--- src/rtl/pipeline4_pkg.sv ---
// pipeline4_pkg
// Shared definitions for the memory/writeback stage: default widths,
// opcode encodings, FSM state type and opcode classification helpers.
// No ports (package).

package pipeline4_pkg;

  // Default widths and limits.
  localparam int CTRL_WIDTH_DEF     = 4;
  localparam int PC_WIDTH_DEF       = 16;
  localparam int DATA_WIDTH_DEF     = 32;
  localparam int MEM_WIDTH_DEF      = 16;
  localparam int REG_ADDR_WIDTH_DEF = 5;
  localparam int MEM_TIMEOUT_DEF    = 15;

  // Opcode encodings, in instruction-set order.
  localparam logic [3:0] OP_LW   = 4'd0;
  localparam logic [3:0] OP_SW   = 4'd1;
  localparam logic [3:0] OP_ADD  = 4'd2;
  localparam logic [3:0] OP_SUB  = 4'd3;
  localparam logic [3:0] OP_MUL  = 4'd4;
  localparam logic [3:0] OP_DIV  = 4'd5;
  localparam logic [3:0] OP_AND  = 4'd6;
  localparam logic [3:0] OP_OR   = 4'd7;
  localparam logic [3:0] OP_NOT  = 4'd8;
  localparam logic [3:0] OP_CMP  = 4'd9;
  localparam logic [3:0] OP_JR   = 4'd10;
  localparam logic [3:0] OP_JPC  = 4'd11;
  localparam logic [3:0] OP_BRFL = 4'd12;
  localparam logic [3:0] OP_CALL = 4'd13;
  localparam logic [3:0] OP_RET  = 4'd14;
  localparam logic [3:0] OP_NOP  = 4'd15;

  // Stage FSM states.
  typedef enum logic {
    ST_IDLE = 1'b0,
    ST_MEM  = 1'b1
  } p4_state_e;

  // True for instructions that go through data memory.
  function automatic logic is_mem_op(input logic [3:0] op);
    return (op == OP_LW) || (op == OP_SW);
  endfunction

  // True for instructions whose result is written to the register file.
  function automatic logic is_alu_op(input logic [3:0] op);
    return (op >= OP_ADD) && (op <= OP_CMP);
  endfunction

endpackage

--- src/rtl/pipeline4_skid.sv ---
// pipe_skid1
// One-entry skid register: holds a single instruction word that arrived
// while the stage was stalled.
// Ports:
//   clk_i  : clock (rising edge)
//   rst_i  : synchronous active-high reset, empties the entry
//   load_i : capture data_i (only issued while empty)
//   pop_i  : release the held entry
//   data_i : instruction word to capture
//   full_o : entry valid
//   data_o : held instruction word

module pipe_skid1 #(
  parameter int W = 8
) (
  input  logic         clk_i,
  input  logic         rst_i,
  input  logic         load_i,
  input  logic         pop_i,
  input  logic [W-1:0] data_i,
  output logic         full_o,
  output logic [W-1:0] data_o
);

  logic         vld_q;
  logic [W-1:0] dat_q;

  // Entry valid flag and payload; a load takes precedence over a pop.
  always_ff @(posedge clk_i) begin
    if (rst_i) begin
      vld_q <= 1'b0;
      dat_q <= '0;
    end else if (load_i) begin
      vld_q <= 1'b1;
      dat_q <= data_i;
    end else if (pop_i) begin
      vld_q <= 1'b0;
    end
  end

  assign full_o = vld_q;
  assign data_o = dat_q;

endmodule

--- src/rtl/pipeline4.sv ---
// pipeline4
// Memory/writeback stage. Executes LW/SW through a req/ack data-memory
// port with a timeout, writes results to the register file, forwards
// branch redirects and back-pressures the previous stage with stall.
// Ports:
//   clk_in, RST                    : clock, synchronous active-high reset
//   done, ctrl_in, data, addr,
//   reg_addr, pc_chg, pc_in        : instruction from the previous stage
//   stall                          : upstream must hold
//   mem_req/mem_we/mem_addr/
//   mem_wdata, mem_rdata, mem_ack  : data-memory handshake
//   wr_en/wr_addr/wr_data          : register-file write pulse
//   br_taken/br_target             : redirect pulse to fetch
//   mem_err                        : memory timeout pulse
//   ovf                            : instruction dropped (skid full) pulse
//   retired                        : completed-instruction counter

module pipeline4
  import pipeline4_pkg::*;
#(
  parameter int CTRL_WIDTH     = CTRL_WIDTH_DEF,
  parameter int PC_WIDTH       = PC_WIDTH_DEF,
  parameter int DATA_WIDTH     = DATA_WIDTH_DEF,
  parameter int MEM_WIDTH      = MEM_WIDTH_DEF,
  parameter int REG_ADDR_WIDTH = REG_ADDR_WIDTH_DEF,
  parameter int MEM_TIMEOUT    = MEM_TIMEOUT_DEF
) (
  input  logic                      clk_in,
  input  logic                      RST,
  input  logic                      done,
  input  logic [CTRL_WIDTH-1:0]     ctrl_in,
  input  logic [DATA_WIDTH-1:0]     data,
  input  logic [MEM_WIDTH-1:0]      addr,
  input  logic [REG_ADDR_WIDTH-1:0] reg_addr,
  input  logic                      pc_chg,
  input  logic [PC_WIDTH-1:0]       pc_in,
  output logic                      stall,
  output logic                      mem_req,
  output logic                      mem_we,
  output logic [MEM_WIDTH-1:0]      mem_addr,
  output logic [DATA_WIDTH-1:0]     mem_wdata,
  input  logic [DATA_WIDTH-1:0]     mem_rdata,
  input  logic                      mem_ack,
  output logic                      wr_en,
  output logic [REG_ADDR_WIDTH-1:0] wr_addr,
  output logic [DATA_WIDTH-1:0]     wr_data,
  output logic                      br_taken,
  output logic [PC_WIDTH-1:0]       br_target,
  output logic                      mem_err,
  output logic                      ovf,
  output logic [15:0]               retired
);

  localparam int SKID_W = CTRL_WIDTH + DATA_WIDTH + MEM_WIDTH + REG_ADDR_WIDTH + 1 + PC_WIDTH;
  localparam int TMO_W  = $clog2(MEM_TIMEOUT + 1);
  localparam logic [TMO_W-1:0] TMO_LAST = TMO_W'(MEM_TIMEOUT - 1);

  // ---------------------------------------------------------------
  // Instruction selection: the skid entry is older than a live done,
  // so it is always consumed first.
  // ---------------------------------------------------------------
  logic                      skid_full_s;
  logic                      skid_load_s;
  logic                      skid_pop_s;
  logic [SKID_W-1:0]         skid_pkt_s;
  logic [SKID_W-1:0]         live_pkt_s;
  logic [SKID_W-1:0]         cur_pkt_s;
  logic [CTRL_WIDTH-1:0]     cur_ctrl_s;
  logic [DATA_WIDTH-1:0]     cur_data_s;
  logic [MEM_WIDTH-1:0]      cur_addr_s;
  logic [REG_ADDR_WIDTH-1:0] cur_rd_s;
  logic                      cur_pc_chg_s;
  logic [PC_WIDTH-1:0]       cur_pc_s;
  logic [3:0]                cur_op_s;
  logic                      take_s;
  logic                      live_taken_s;

  // Registered state.
  p4_state_e                 state_q, state_d;
  logic [TMO_W-1:0]          tmo_q, tmo_d;
  logic                      pend_lw_q, pend_lw_d;
  logic [REG_ADDR_WIDTH-1:0] pend_rd_q, pend_rd_d;
  // LW result waiting one cycle for the register-file write.
  logic                      wbp_q, wbp_d;
  logic [REG_ADDR_WIDTH-1:0] wb_addr_q, wb_addr_d;
  logic [DATA_WIDTH-1:0]     wb_data_q, wb_data_d;

  // Output registers.
  logic                      stall_q, stall_d;
  logic                      mem_req_q, mem_req_d;
  logic                      mem_we_q, mem_we_d;
  logic [MEM_WIDTH-1:0]      mem_addr_q, mem_addr_d;
  logic [DATA_WIDTH-1:0]     mem_wdata_q, mem_wdata_d;
  logic                      wr_en_q, wr_en_d;
  logic [REG_ADDR_WIDTH-1:0] wr_addr_q, wr_addr_d;
  logic [DATA_WIDTH-1:0]     wr_data_q, wr_data_d;
  logic                      br_taken_q, br_taken_d;
  logic [PC_WIDTH-1:0]       br_target_q, br_target_d;
  logic                      mem_err_q, mem_err_d;
  logic                      ovf_q, ovf_d;
  logic [15:0]               retired_q, retired_d;

  assign live_pkt_s = {ctrl_in, data, addr, reg_addr, pc_chg, pc_in};
  assign cur_pkt_s  = skid_full_s ? skid_pkt_s : live_pkt_s;
  assign {cur_ctrl_s, cur_data_s, cur_addr_s, cur_rd_s, cur_pc_chg_s, cur_pc_s} = cur_pkt_s;
  assign cur_op_s   = 4'(cur_ctrl_s);

  // An instruction is accepted only in IDLE with no LW writeback pending,
  // so the LW write and a following ALU write never share a cycle.
  assign take_s       = (state_q == ST_IDLE) && !wbp_q && (skid_full_s || done);
  assign live_taken_s = take_s && !skid_full_s;
  assign skid_pop_s   = take_s && skid_full_s;
  assign skid_load_s  = done && !live_taken_s && !skid_full_s;

  pipe_skid1 #(
    .W (SKID_W)
  ) u_skid (
    .clk_i  (clk_in),
    .rst_i  (RST),
    .load_i (skid_load_s),
    .pop_i  (skid_pop_s),
    .data_i (live_pkt_s),
    .full_o (skid_full_s),
    .data_o (skid_pkt_s)
  );

  // Next-state and next-output logic for the stage FSM.
  always_comb begin
    state_d     = state_q;
    tmo_d       = tmo_q;
    pend_lw_d   = pend_lw_q;
    pend_rd_d   = pend_rd_q;
    wbp_d       = 1'b0;
    wb_addr_d   = wb_addr_q;
    wb_data_d   = wb_data_q;
    mem_req_d   = mem_req_q;
    mem_we_d    = mem_we_q;
    mem_addr_d  = mem_addr_q;
    mem_wdata_d = mem_wdata_q;
    wr_en_d     = 1'b0;
    wr_addr_d   = wr_addr_q;
    wr_data_d   = wr_data_q;
    br_taken_d  = 1'b0;
    br_target_d = br_target_q;
    mem_err_d   = 1'b0;
    retired_d   = retired_q;
    // A full skid cannot take the done of this cycle, even while draining.
    ovf_d       = done && !live_taken_s && skid_full_s;

    // Deferred LW writeback, one cycle after the ack.
    if (wbp_q) begin
      retired_d = retired_q + 16'd1;
      if (wb_addr_q != '0) begin
        wr_en_d   = 1'b1;
        wr_addr_d = wb_addr_q;
        wr_data_d = wb_data_q;
      end else begin
        wr_en_d = 1'b0;
      end
    end else begin
      wbp_d = 1'b0;
    end

    case (state_q)
      ST_IDLE: begin
        if (take_s) begin
          if (cur_pc_chg_s) begin
            br_taken_d  = 1'b1;
            br_target_d = cur_pc_s;
          end else begin
            br_taken_d = 1'b0;
          end
          if (is_mem_op(cur_op_s)) begin
            state_d     = ST_MEM;
            tmo_d       = '0;
            mem_req_d   = 1'b1;
            mem_we_d    = (cur_op_s == OP_SW);
            mem_addr_d  = cur_addr_s;
            mem_wdata_d = (cur_op_s == OP_SW) ? cur_data_s : '0;
            pend_lw_d   = (cur_op_s == OP_LW);
            pend_rd_d   = cur_rd_s;
          end else begin
            retired_d = retired_q + 16'd1;
            if (is_alu_op(cur_op_s) && (cur_rd_s != '0)) begin
              wr_en_d   = 1'b1;
              wr_addr_d = cur_rd_s;
              wr_data_d = cur_data_s;
            end else begin
              wr_en_d = 1'b0;
            end
          end
        end else begin
          state_d = ST_IDLE;
        end
      end
      ST_MEM: begin
        // Ack is checked first so it wins over a simultaneous timeout.
        if (mem_ack) begin
          state_d   = ST_IDLE;
          tmo_d     = '0;
          mem_req_d = 1'b0;
          if (pend_lw_q) begin
            wbp_d     = 1'b1;
            wb_addr_d = pend_rd_q;
            wb_data_d = mem_rdata;
          end else begin
            retired_d = retired_q + 16'd1;
          end
        end else if (tmo_q == TMO_LAST) begin
          state_d   = ST_IDLE;
          tmo_d     = '0;
          mem_req_d = 1'b0;
          mem_err_d = 1'b1;
        end else begin
          tmo_d = tmo_q + TMO_W'(1);
        end
      end
      default: begin
        state_d   = ST_IDLE;
        mem_req_d = 1'b0;
      end
    endcase

    // Stall holds while a memory access is outstanding or the skid is occupied.
    stall_d = (state_d == ST_MEM) || skid_load_s || (skid_full_s && !skid_pop_s);
  end

  // State and output registers with synchronous reset.
  always_ff @(posedge clk_in) begin
    if (RST) begin
      state_q     <= ST_IDLE;
      tmo_q       <= '0;
      pend_lw_q   <= 1'b0;
      pend_rd_q   <= '0;
      wbp_q       <= 1'b0;
      wb_addr_q   <= '0;
      wb_data_q   <= '0;
      stall_q     <= 1'b0;
      mem_req_q   <= 1'b0;
      mem_we_q    <= 1'b0;
      mem_addr_q  <= '0;
      mem_wdata_q <= '0;
      wr_en_q     <= 1'b0;
      wr_addr_q   <= '0;
      wr_data_q   <= '0;
      br_taken_q  <= 1'b0;
      br_target_q <= '0;
      mem_err_q   <= 1'b0;
      ovf_q       <= 1'b0;
      retired_q   <= 16'd0;
    end else begin
      state_q     <= state_d;
      tmo_q       <= tmo_d;
      pend_lw_q   <= pend_lw_d;
      pend_rd_q   <= pend_rd_d;
      wbp_q       <= wbp_d;
      wb_addr_q   <= wb_addr_d;
      wb_data_q   <= wb_data_d;
      stall_q     <= stall_d;
      mem_req_q   <= mem_req_d;
      mem_we_q    <= mem_we_d;
      mem_addr_q  <= mem_addr_d;
      mem_wdata_q <= mem_wdata_d;
      wr_en_q     <= wr_en_d;
      wr_addr_q   <= wr_addr_d;
      wr_data_q   <= wr_data_d;
      br_taken_q  <= br_taken_d;
      br_target_q <= br_target_d;
      mem_err_q   <= mem_err_d;
      ovf_q       <= ovf_d;
      retired_q   <= retired_d;
    end
  end

  assign stall     = stall_q;
  assign mem_req   = mem_req_q;
  assign mem_we    = mem_we_q;
  assign mem_addr  = mem_addr_q;
  assign mem_wdata = mem_wdata_q;
  assign wr_en     = wr_en_q;
  assign wr_addr   = wr_addr_q;
  assign wr_data   = wr_data_q;
  assign br_taken  = br_taken_q;
  assign br_target = br_target_q;
  assign mem_err   = mem_err_q;
  assign ovf       = ovf_q;
  assign retired   = retired_q;

endmodule

--- config.mk ---
export PLATFORM = sky130hd
export DESIGN_NAME = pipeline4
export DESIGN_NICKNAME = d
export VERILOG_FILES = /design/src/rtl/pipeline4_pkg.sv /design/src/rtl/pipeline4_skid.sv /design/src/rtl/pipeline4.sv
export SDC_FILE = /design/constraint.sdc
export NUM_CORES = 1
export LEC_CHECK = 0
export BUFFER_PORTS_ARGS = -buffer_cell sky130_fd_sc_hd__buf_4
export CORE_MARGIN = 2
export CORE_UTILIZATION = 48
export CTS_BUF_LIST = sky130_fd_sc_hd__clkbuf_8 sky130_fd_sc_hd__clkbuf_16
export CTS_CLUSTER_SIZE = 16
export DETAILED_ROUTE_END_ITERATION = 10
export PLACE_DENSITY = 0.78
export SLEW_MARGIN = 20
export SYNTH_ARGS = -nofsm -noshare
export SYNTH_HDL_FRONTEND = slang
export SYNTH_SLANG_ARGS = --single-unit
--- constraint.sdc ---
create_clock -name clk_in -period 1.9 [get_ports clk_in]
set_clock_uncertainty 0.1 [all_clocks]
set_input_delay 0.19 -clock clk_in [delete_from_list [all_inputs] [get_ports clk_in]]
set_output_delay 0.19 -clock clk_in [all_outputs]
set_load 0.05 [all_outputs]
==> results.json, run 1 <==
{
  "vias_per_cell": 5.465,
  "fillers": 1484,
  "cts_tree": "built",
  "finalSetupViolCount": 2,
  "ys_ff_latch": 248,
  "crit_family": "simple AND/OR/NAND/NOR gates",
  "first_pass_iters": 5,
  "synth_top_area_cell": "dfxtp_1",
  "max_stage_delay_ns": 0.43,
  "layout_setup_ws_ns": -0.01339,
  "seq_area_frac_synth_pct": 50.00,
  "root_buffer": "clkbuf_16",
  "antenna_found_initial": 0,
  "tns_ns": -0.02394,
  "drive_gt1_share_pct": 23.56,
  "cts_buffers": 27,
  "synth_cell_type_count": 46,
  "relSlewSlack_pct": 66.83,
  "cp_max_fo": 11,
  "die_h_um": 147.8,
  "path_cells": "nor4_4 > buf_4 > nor4_4 > buf_4 > o21ai_2 > or4_4 > a21oi_1",
  "rsz0062_at_grt": "true",
  "syn_area_um2": 9930,
  "cts.clk_slew.worst_paths_ns": 0.06,
  "synth_warnings": 0,
  "ys_async_sr_fraction_pct": 0,
  "place_area_um2": 12150,
  "critPathLaunchType": "flip-flop",
  "p_total_w": 0.01266,
  "clock_latency_ns": 0.53,
  "power_density_nw_per_um2": 876.6,
  "grt_overflow_total": 0,
  "fin_nets": 1582,
  "critical_path.startpoint": "u_skid.full_o",
  "grt_pass1_wl_mm": 47.69,
  "holdCritStartpoint": "u_skid.data_o[26]",
  "dieArea_um2": 21850,
  "htree_levels": 1,
  "cp_num_buf_inv": 2,
  "rows": 52,
  "violations": "setup timing",
  "cap_violations": 0,
  "drt-initial-drc-count": 648,
  "arrival_ns": 2.26,
  "hold_violations": 0,
  "num_vias": 9623,
  "synth_area_leaders": "dfxtp_1 50%, mux2i_1 10%, nand2_1 9.0%",
  "die_w_um": 147.8,
  "hp-class": "reg -> reg",
  "critPathKind": "reg -> reg",
  "avgSynthCellArea_um2": 8.741,
  "final_area_um2": 14450,
  "port_buffers": 233,
  "period_share_pct": 100.7,
  "grt_usage_pct": 26.53,
  "synth-main-ff-cell": "dfxtp_1",
  "cts_buffer_depth": 3,
  "drv_slew": 0,
  "synth.most_common_cell": "dfxtp_1",
  "grt_max_degree": 82,
  "seqCellArea_um2": 4972,
  "routedWlPerCell_um": 17.58,
  "finalCriticalPeriod_ns": 1.913,
  "place.gp.congestion": 0.8150,
  "status": "finished, violations left",
  "core_um2": 20300,
  "synth_top_cell_area_share_pct": 50.00,
  "drc": 0,
  "multi_input_area_um2": 4692,
  "syn-num-nets": 1249,
  "area_growth_pct": 45.50,
  "ant_nets": 0,
  "slowest_stage": "or4_4",
  "cts_sinks": 248,
  "syn_inst": 1136,
  "hpwl_mm": 17.81,
  "endpoint_kind": "flip-flop",
  "power.leakage_nw": 5.969,
  "worstMarginPinSlew_ns": 0.4975,
  "synth-edff-count": 0,
  "ir_worst_vdd_mv": 0.6883,
  "start_util_pct": 48.92,
  "io_pins": 234,
  "synth_common_cells": "248 x dfxtp_1, 238 x nand2_1, 159 x a21oi_1",
  "timing.rr.start": "u_skid.full_o",
  "grt_pass1_vias": 9456,
  "max_freq_mhz": 522.6,
  "cp.required_ns": 2.24,
  "wl_mm": 30.96
}
power by group:
group / total (W) / switching (W) / leakage, nW / internal (W)
sequential: 0.00545 / 0.0000979 / 2.01 / 0.00535
combinational: 0.00171 / 0.00100 / 3.46 / 0.000708
clock: 0.00550 / 0.00211 / 0.494 / 0.00340
flip-flops by register name (all words and copies together), names as in the netlist:
name,flops
stall,1
mem_addr,16
wr_en,1
mem_we,1
wb_data_q,32
retired,16
pend_rd_q,5
pend_lw_q,1
u_skid.full_o,1
br_target,16
ovf,1
wb_addr_q,5
br_taken,1
mem_err,1
mem_req,1
mem_wdata,32
tmo_q,4
u_skid.data_o,74
wr_data,32
wr_addr,5
wbp_q,1
state_q,1
per-layer routing:
layer  global-route usage, %  wire, µm
met5                       0         0
met4                   9.714       940
met3                   4.969      1986
met2                   45.77     15010
met1                   33.16     13030
logic make-up (layout without fill, tap and decap cells):
kind of cell | count (synthesis) | after routing | synth area share, %
buf+inv | 92 | 446 | 3.831
fa+ha+maj | 3 | 3 | 0.3781
other cells | 0 | 1 | 0
simple gates | 381 | 381 | 15.99
mux | 103 | 103 | 10.38
compound gates | 302 | 302 | 18.80
xor+xnor | 7 | 7 | 0.6175
flops | 248 | 248 | 50.00
worst reg2reg max path, stage by stage, from the launching register on:
cell and delay, ns:
dfxtp_4 0.42, nor4_4 0.07, buf_4 0.15, nor4_4 0.21, buf_4 0.19, o21ai_2 0.11
or4_4 0.43, a21oi_1 0.16
placed cells by master, fill, tap and decap left out, types with 12 or more instances in the layout:
cell / n
nor2_1: 93
clkbuf_16: 30
a21oi_1: 159
buf_4: 258
nand3_1: 12
mux2i_1: 102
dfxtp_1: 244
a2bb2oi_1: 32
a211oi_1: 39
dlygate4sd3_1: 114
o21ai_0: 13
buf_12: 14
nand2_1: 238
a21o_1: 32
metrics by stage:
step                      cells  setup slack [ns]  hold WS, ns  util, %
final                      1761          -0.01339       0.3524    71.17
after global routing       1760           -0.1019       0.3589    71.16
after CTS                  1751          0.001312       0.3318    70.30
after detailed placement   1585           0.01952       0.3441    59.84
after global placement     1585           0.07104       0.3407    59.84
after floorplan            1136         -0.001035       0.2127        -
path summary, 6_finish.rpt:
path / to / slack [ns] / cells past startpoint
worst max-delay path: retired[14] / -0.01 / 7
worst min-delay path: u_skid.data_o[26] / 0.35 / 2
worst max register to register: retired[14] / -0.01 / 7
worst min register to register: u_skid.data_o[26] / 0.35 / 2
what timing repair did:
item,CTS,global route
endpoints found under the hold margin,191,0
setup buffers,2,5
gates resized for setup,3,13
setup endpoints to repair,6,81
hold buffers,114,0
gates cloned,0,4
pin swaps,0,9
cell type report:
class | count | area share [%]
tap | 270 | 2.338
clock inverter | 16 | 1.230
clock buffer | 34 | 5.343
sequential | 248 | 34.42
multi-input combinational | 796 | 32.48
antenna | 1 | 0.01732
inverter | 3 | 0.07794
timing repair buffer | 393 | 24.10
(Power assumes the default switching activity.)
==> inputs of run 2 (changes only) <==
Settings changed: REMOVE_ABC_BUFFERS set to 1.
==> run 2 against run 1 <==
Effect of this change: clock power rose by 3%; the flow still finishes with violations (setup timing); first-iteration DRC count down 22%; highest routed layer unchanged; sequential cell count unchanged; count of clock-buffer cells in the layout decreased by 2; worst setup slack worse by 0.0047 ns; worst hold slack gained 0.00063 ns; sequential power is essentially flat; final area increased by 1.7%.
==> results.json, run 2 (synthesized netlist as in run 1, its figures left out) <==
{
  "ant_nets": 0,
  "grt_max_degree": 88,
  "grt_pass1_wl_mm": 46.34,
  "vias_per_cell": 5.457,
  "antenna_found_initial": 1,
  "drc": 0,
  "endpoint_kind": "flip-flop",
  "hp-class": "reg -> reg",
  "largest_register_ffs": 74,
  "status": "finished, violations left",
  "p_total_w": 0.01290,
  "drt-initial-drc-count": 503,
  "wl_mm": 31.26,
  "rows": 52,
  "ir_worst_vdd_mv": 0.6883,
  "htree_levels": 1,
  "drv_slew": 0,
  "final_area_um2": 14690,
  "area_growth_pct": 47.93,
  "layout_setup_ws_ns": -0.01811,
  "place_area_um2": 12270,
  "core_um2": 20300,
  "fin_nets": 1595,
  "power.leakage_nw": 6.043,
  "rsz0062_at_grt": "true",
  "crit_family": "simple AND/OR/NAND/NOR gates",
  "layout_commonest_cell": "buf_4",
  "cts_sinks": 248,
  "critPathLaunchType": "flip-flop",
  "cts.clk_slew.worst_paths_ns": 0.07,
  "arrival_ns": 2.23,
  "io_pins": 234,
  "grt_usage_pct": 25.83,
  "start_util_pct": 48.92,
  "die_h_um": 147.8,
  "finalCriticalPeriod_ns": 1.918,
  "slowest_stage": "or4_4",
  "power_density_nw_per_um2": 878.0,
  "violations": "setup timing",
  "hold_violations": 0,
  "grt_overflow_total": 0,
  "tns_ns": -0.03497,
  "num_vias": 9670,
  "first_pass_iters": 5,
  "port_buffers": 233,
  "max_stage_delay_ns": 0.54,
  "fillers": 1455,
  "cts_buffers": 26,
  "critPathKind": "reg -> reg",
  "layout_common_cells": "266 x buf_4, 244 x dfxtp_1, 237 x nand2_1, 158 x a21oi_1, 109 x dlygate4sd3_1",
  "place.gp.congestion": 0.8540,
  "cp_num_buf_inv": 2,
  "relSlewSlack_pct": 72.66,
  "hpwl_mm": 17.38,
  "clock_latency_ns": 0.52,
  "drive_gt1_share_pct": 25.12,
  "grt_pass1_vias": 9423,
  "cap_violations": 0,
  "worstMarginPinSlew_ns": 0.4102,
  "cts_buffer_depth": 3,
  "cp_max_fo": 7,
  "cp.required_ns": 2.21,
  "dieArea_um2": 21850,
  "seqCellArea_um2": 4972,
  "root_buffer": "clkbuf_16",
  "period_share_pct": 101.0,
  "routedWlPerCell_um": 17.64,
  "path_cells": "or4_4 > o21ai_4 > buf_6 > buf_12 > mux2i_2 > a21oi_1",
  "max_freq_mhz": 521.3,
  "finalSetupViolCount": 3,
  "die_w_um": 147.8,
  "cts_tree": "built",
  "multi_input_area_um2": 4737
}
run 2: changes by cell type in the layout (fill, tap and decap cells not counted), sizes merged:
cell / previous run / this run
dlygate4sd3: 114 / 109
clkinv: 6 / 4
clkinvlp: 0 / 2
buf: 276 / 293
bufinv: 4 / 6
inv: 9 / 6
run 2: path summary, 6_finish.rpt:
kind | start | to | slack (ns) | cells after the start
hold / removal | u_skid.data_o[12] | u_skid.data_o[12] | 0.35 | 2
hold reg to reg | u_skid.data_o[12] | u_skid.data_o[12] | 0.35 | 2
setup / recovery | wb_addr_q[0] | wr_data[12] | -0.02 | 6
setup reg to reg | wb_addr_q[0] | wr_data[12] | -0.02 | 6
run 2: cell type report:
| class | instances | area share [%] |
|---|---|---|
| sequential | 248 | 33.85 |
| clock buffer | 32 | 5.068 |
| multi-input combinational | 796 | 32.25 |
| clock inverter | 15 | 1.567 |
| tap | 270 | 2.300 |
| timing repair buffer | 407 | 24.87 |
| inverter | 3 | 0.07666 |
| antenna | 1 | 0.01704 |
run 2: power breakdown:
part | internal (W) | total [W] | leakage [nW] | switching, W
Combinational | 0.000752 | 0.00176 | 3.54 | 0.00101
Sequential | 0.00535 | 0.00544 | 2.01 | 0.0000948
Clock | 0.00358 | 0.00569 | 0.486 | 0.00210
Total | 0.00969 | 0.0129 | 6.04 | 0.00321
run 2: through the flow:
step	hold WS, ns	util, %	worst slack, ns	cells
5_1_grt	0.3664	72.35	-0.06429	1771
2_1_floorplan	0.1591	-	-3.700	1047
3_5_place_dp	0.3466	60.43	-0.1665	1597
4_1_cts	0.3423	70.88	0.005169	1757
6_report	0.3530	72.36	-0.01811	1772
3_3_place_gp	0.3367	60.43	-0.06449	1597
run 2: worst min-delay path: stages, from the launching register on:
cell	delay, ns
dfxtp_1	0.31
nand2_1	0.05
a21oi_1	0.05
run 2: repair_timing:
| action | CTS | global route |
|---|---|---|
| endpoints found under the hold margin | 189 | 0 |
| setup endpoints to repair | 61 | 95 |
| gates resized for setup | 4 | 31 |
| gates cloned | 0 | 6 |
| buffers inserted | 4 | 8 |
| pin swaps | 1 | 12 |
| hold buffers | 109 | 0 |
run 2: metal layers:
layer / share of wire [%] / track usage [%]
met3: 8.0 / 6.080
met4: 2.5 / 7.857
met2: 50 / 46.91
met1: 40 / 30.20
met5: 0 / 0
==> inputs of run 3 (changes only) <==
Settings changed: PLACE_DENSITY 0.78 to not set, PLACE_DENSITY_LB_ADDON set to 0.3.
==> run 3 against run 2 <==
Effect of this change: the run now ends clean; register-to-register slack improved by 0.04 ns; non-clock buffer count fell by 4; combinational power barely moved; global-route usage fell by 0.36 points; count of clock-buffer cells in the layout did not move; via count fell by 2.9%; core utilization fell by 1.2 points; maximum frequency rose by 2.4%; final cell count fell by 0.56%; worst hold slack got worse by 0.0024 ns; power fell by 7.8%; sequential power barely moved; critical endpoint is now wr_data[5]; highest routed layer unchanged.
==> results.json, run 3 (synthesized netlist as in run 1, its figures left out) <==
{
  "status": "completed",
  "grt_pass1_vias": 9192,
  "routedWlPerCell_um": 16.68,
  "dieArea_um2": 21850,
  "area_growth_pct": 45.39,
  "critPathLaunchType": "flip-flop",
  "place.gp.congestion": 0.8070,
  "cap_violations": 0,
  "pre_cts_ws_ns": -0.009895,
  "grt_max_degree": 59,
  "endpoint_kind": "flip-flop",
  "rsz0062_at_grt": "true",
  "antenna_found_initial": 0,
  "die_h_um": 147.8,
  "cts.clk_slew.worst_paths_ns": 0.06,
  "vias_per_cell": 5.328,
  "final_cells": 1762,
  "grt_usage_pct": 25.46,
  "place_inst": 1604,
  "ir_worst_vdd_mv": 0.6772,
  "root_buffer": "clkbuf_16",
  "fin_nets": 1591,
  "diodes": 0,
  "wl_mm": 29.39,
  "clock_latency_ns": 0.51,
  "drc": 0,
  "drt-initial-drc-count": 386,
  "place_area_um2": 12340,
  "layout_common_cells": "269 x buf_4, 245 x dfxtp_1, 238 x nand2_1, 154 x a21oi_1, 111 x dlygate4sd3_1",
  "relSlewSlack_pct": 67.17,
  "critPathKind": "reg -> reg",
  "drive_gt1_share_pct": 24.66,
  "layout_setup_ws_ns": 0.02647,
  "cp_max_fo": 30,
  "cts_sinks": 248,
  "ant_nets": 0,
  "cp.required_ns": 2.20,
  "grt_overflow_total": 0,
  "worstMarginPinSlew_ns": 0.4921,
  "power_density_nw_per_um2": 823.3,
  "layout_commonest_cell": "buf_4",
  "period_share_pct": 98.61,
  "finalCriticalPeriod_ns": 1.874,
  "port_buffers": 233,
  "start_util_pct": 48.92,
  "io_pins": 234,
  "finalSetupViolCount": 0,
  "arrival_ns": 2.18,
  "p_total_w": 0.01188,
  "cts_tree": "built",
  "first_pass_iters": 5,
  "hold_violations": 0,
  "rows": 52,
  "largest_register_ffs": 74,
  "final_area_um2": 14440,
  "drv_slew": 0,
  "power.leakage_nw": 5.944,
  "die_w_um": 147.8,
  "max_freq_mhz": 533.8,
  "cts_buffers": 26,
  "num_vias": 9388,
  "grt_pass1_wl_mm": 46.17,
  "htree_levels": 1,
  "cts_buffer_depth": 3,
  "hpwl_mm": 17.54,
  "core_um2": 20300,
  "hp-class": "reg -> reg"
}
run 3: changes by cell type in the layout (fill, tap and decap cells not counted), sizes merged:
cell and delta:
dlygate4sd3 +2, diode -1, clkbuf -4, clkinvlp -2
inv +2, buf -2, clkinv +1, bufinv -6
run 3: routing by layer:
| metal | track usage, % | part of all wire, % |
|---|---|---|
| met3 | 4.753 | 6.8 |
| met4 | 6.333 | 1.4 |
| met1 | 32.63 | 42 |
| met5 | 0 | 0 |
| met2 | 44.47 | 49 |
run 3: critical path, stage by stage, from the launching register on:
cell,delay (ns)
dfxtp_2,0.32
or4_4,0.54
o21ai_4,0.17
buf_12,0.26
mux2i_1,0.27
a21oi_2,0.09
run 3: stage by stage:
step / setup TNS, ns / hold WS [ns] / utilization (%)
after detailed placement: -0.02167 / 0.3468 / 60.79
after global placement: 0 / 0.3362 / 60.79
after CTS: 0 / 0.3474 / 70.24
after global routing: -0.1537 / 0.3729 / 71.12
after floorplan: -619.17 / 0.1591 / -
final: 0 / 0.3506 / 71.12
run 3: final cells by class:
class	count	area, µm²
fillers	1529	5863
flip-flops and latches	248	4971
multi-input cells	796	4767
repair buffers	403	3561
clock buffers	32	744.5
well taps	270	337.8
clock inverters	10	43.79
inverters	3	11.26
run 3: final timing paths:
| path | slack, ns | startpoint | depth (start not counted) | end |
|---|---|---|---|---|
| min | 0.35 | pend_rd_q[2] | 2 | wb_addr_q[2] |
| max reg2reg | 0.03 | wb_addr_q[0] | 5 | wr_data[5] |
| max | 0.03 | wb_addr_q[0] | 5 | wr_data[5] |
| min reg2reg | 0.35 | pend_rd_q[2] | 2 | wb_addr_q[2] |
run 3: power by group:
part	switching [W]	internal [W]	leakage [nW]
logic	0.000990	0.000742	3.52
registers	0.0000907	0.00535	2.01
clock network	0.00198	0.00273	0.415
total	0.00306	0.00883	5.94
run 3: repair_timing:
action	in CTS	in global routing
endpoints found under the setup margin	18	51
resized for setup	3	28
pin swaps	2	7
setup buffers	1	3
hold buffers	111	0
endpoints found under the hold margin	187	0
gates cloned	0	1
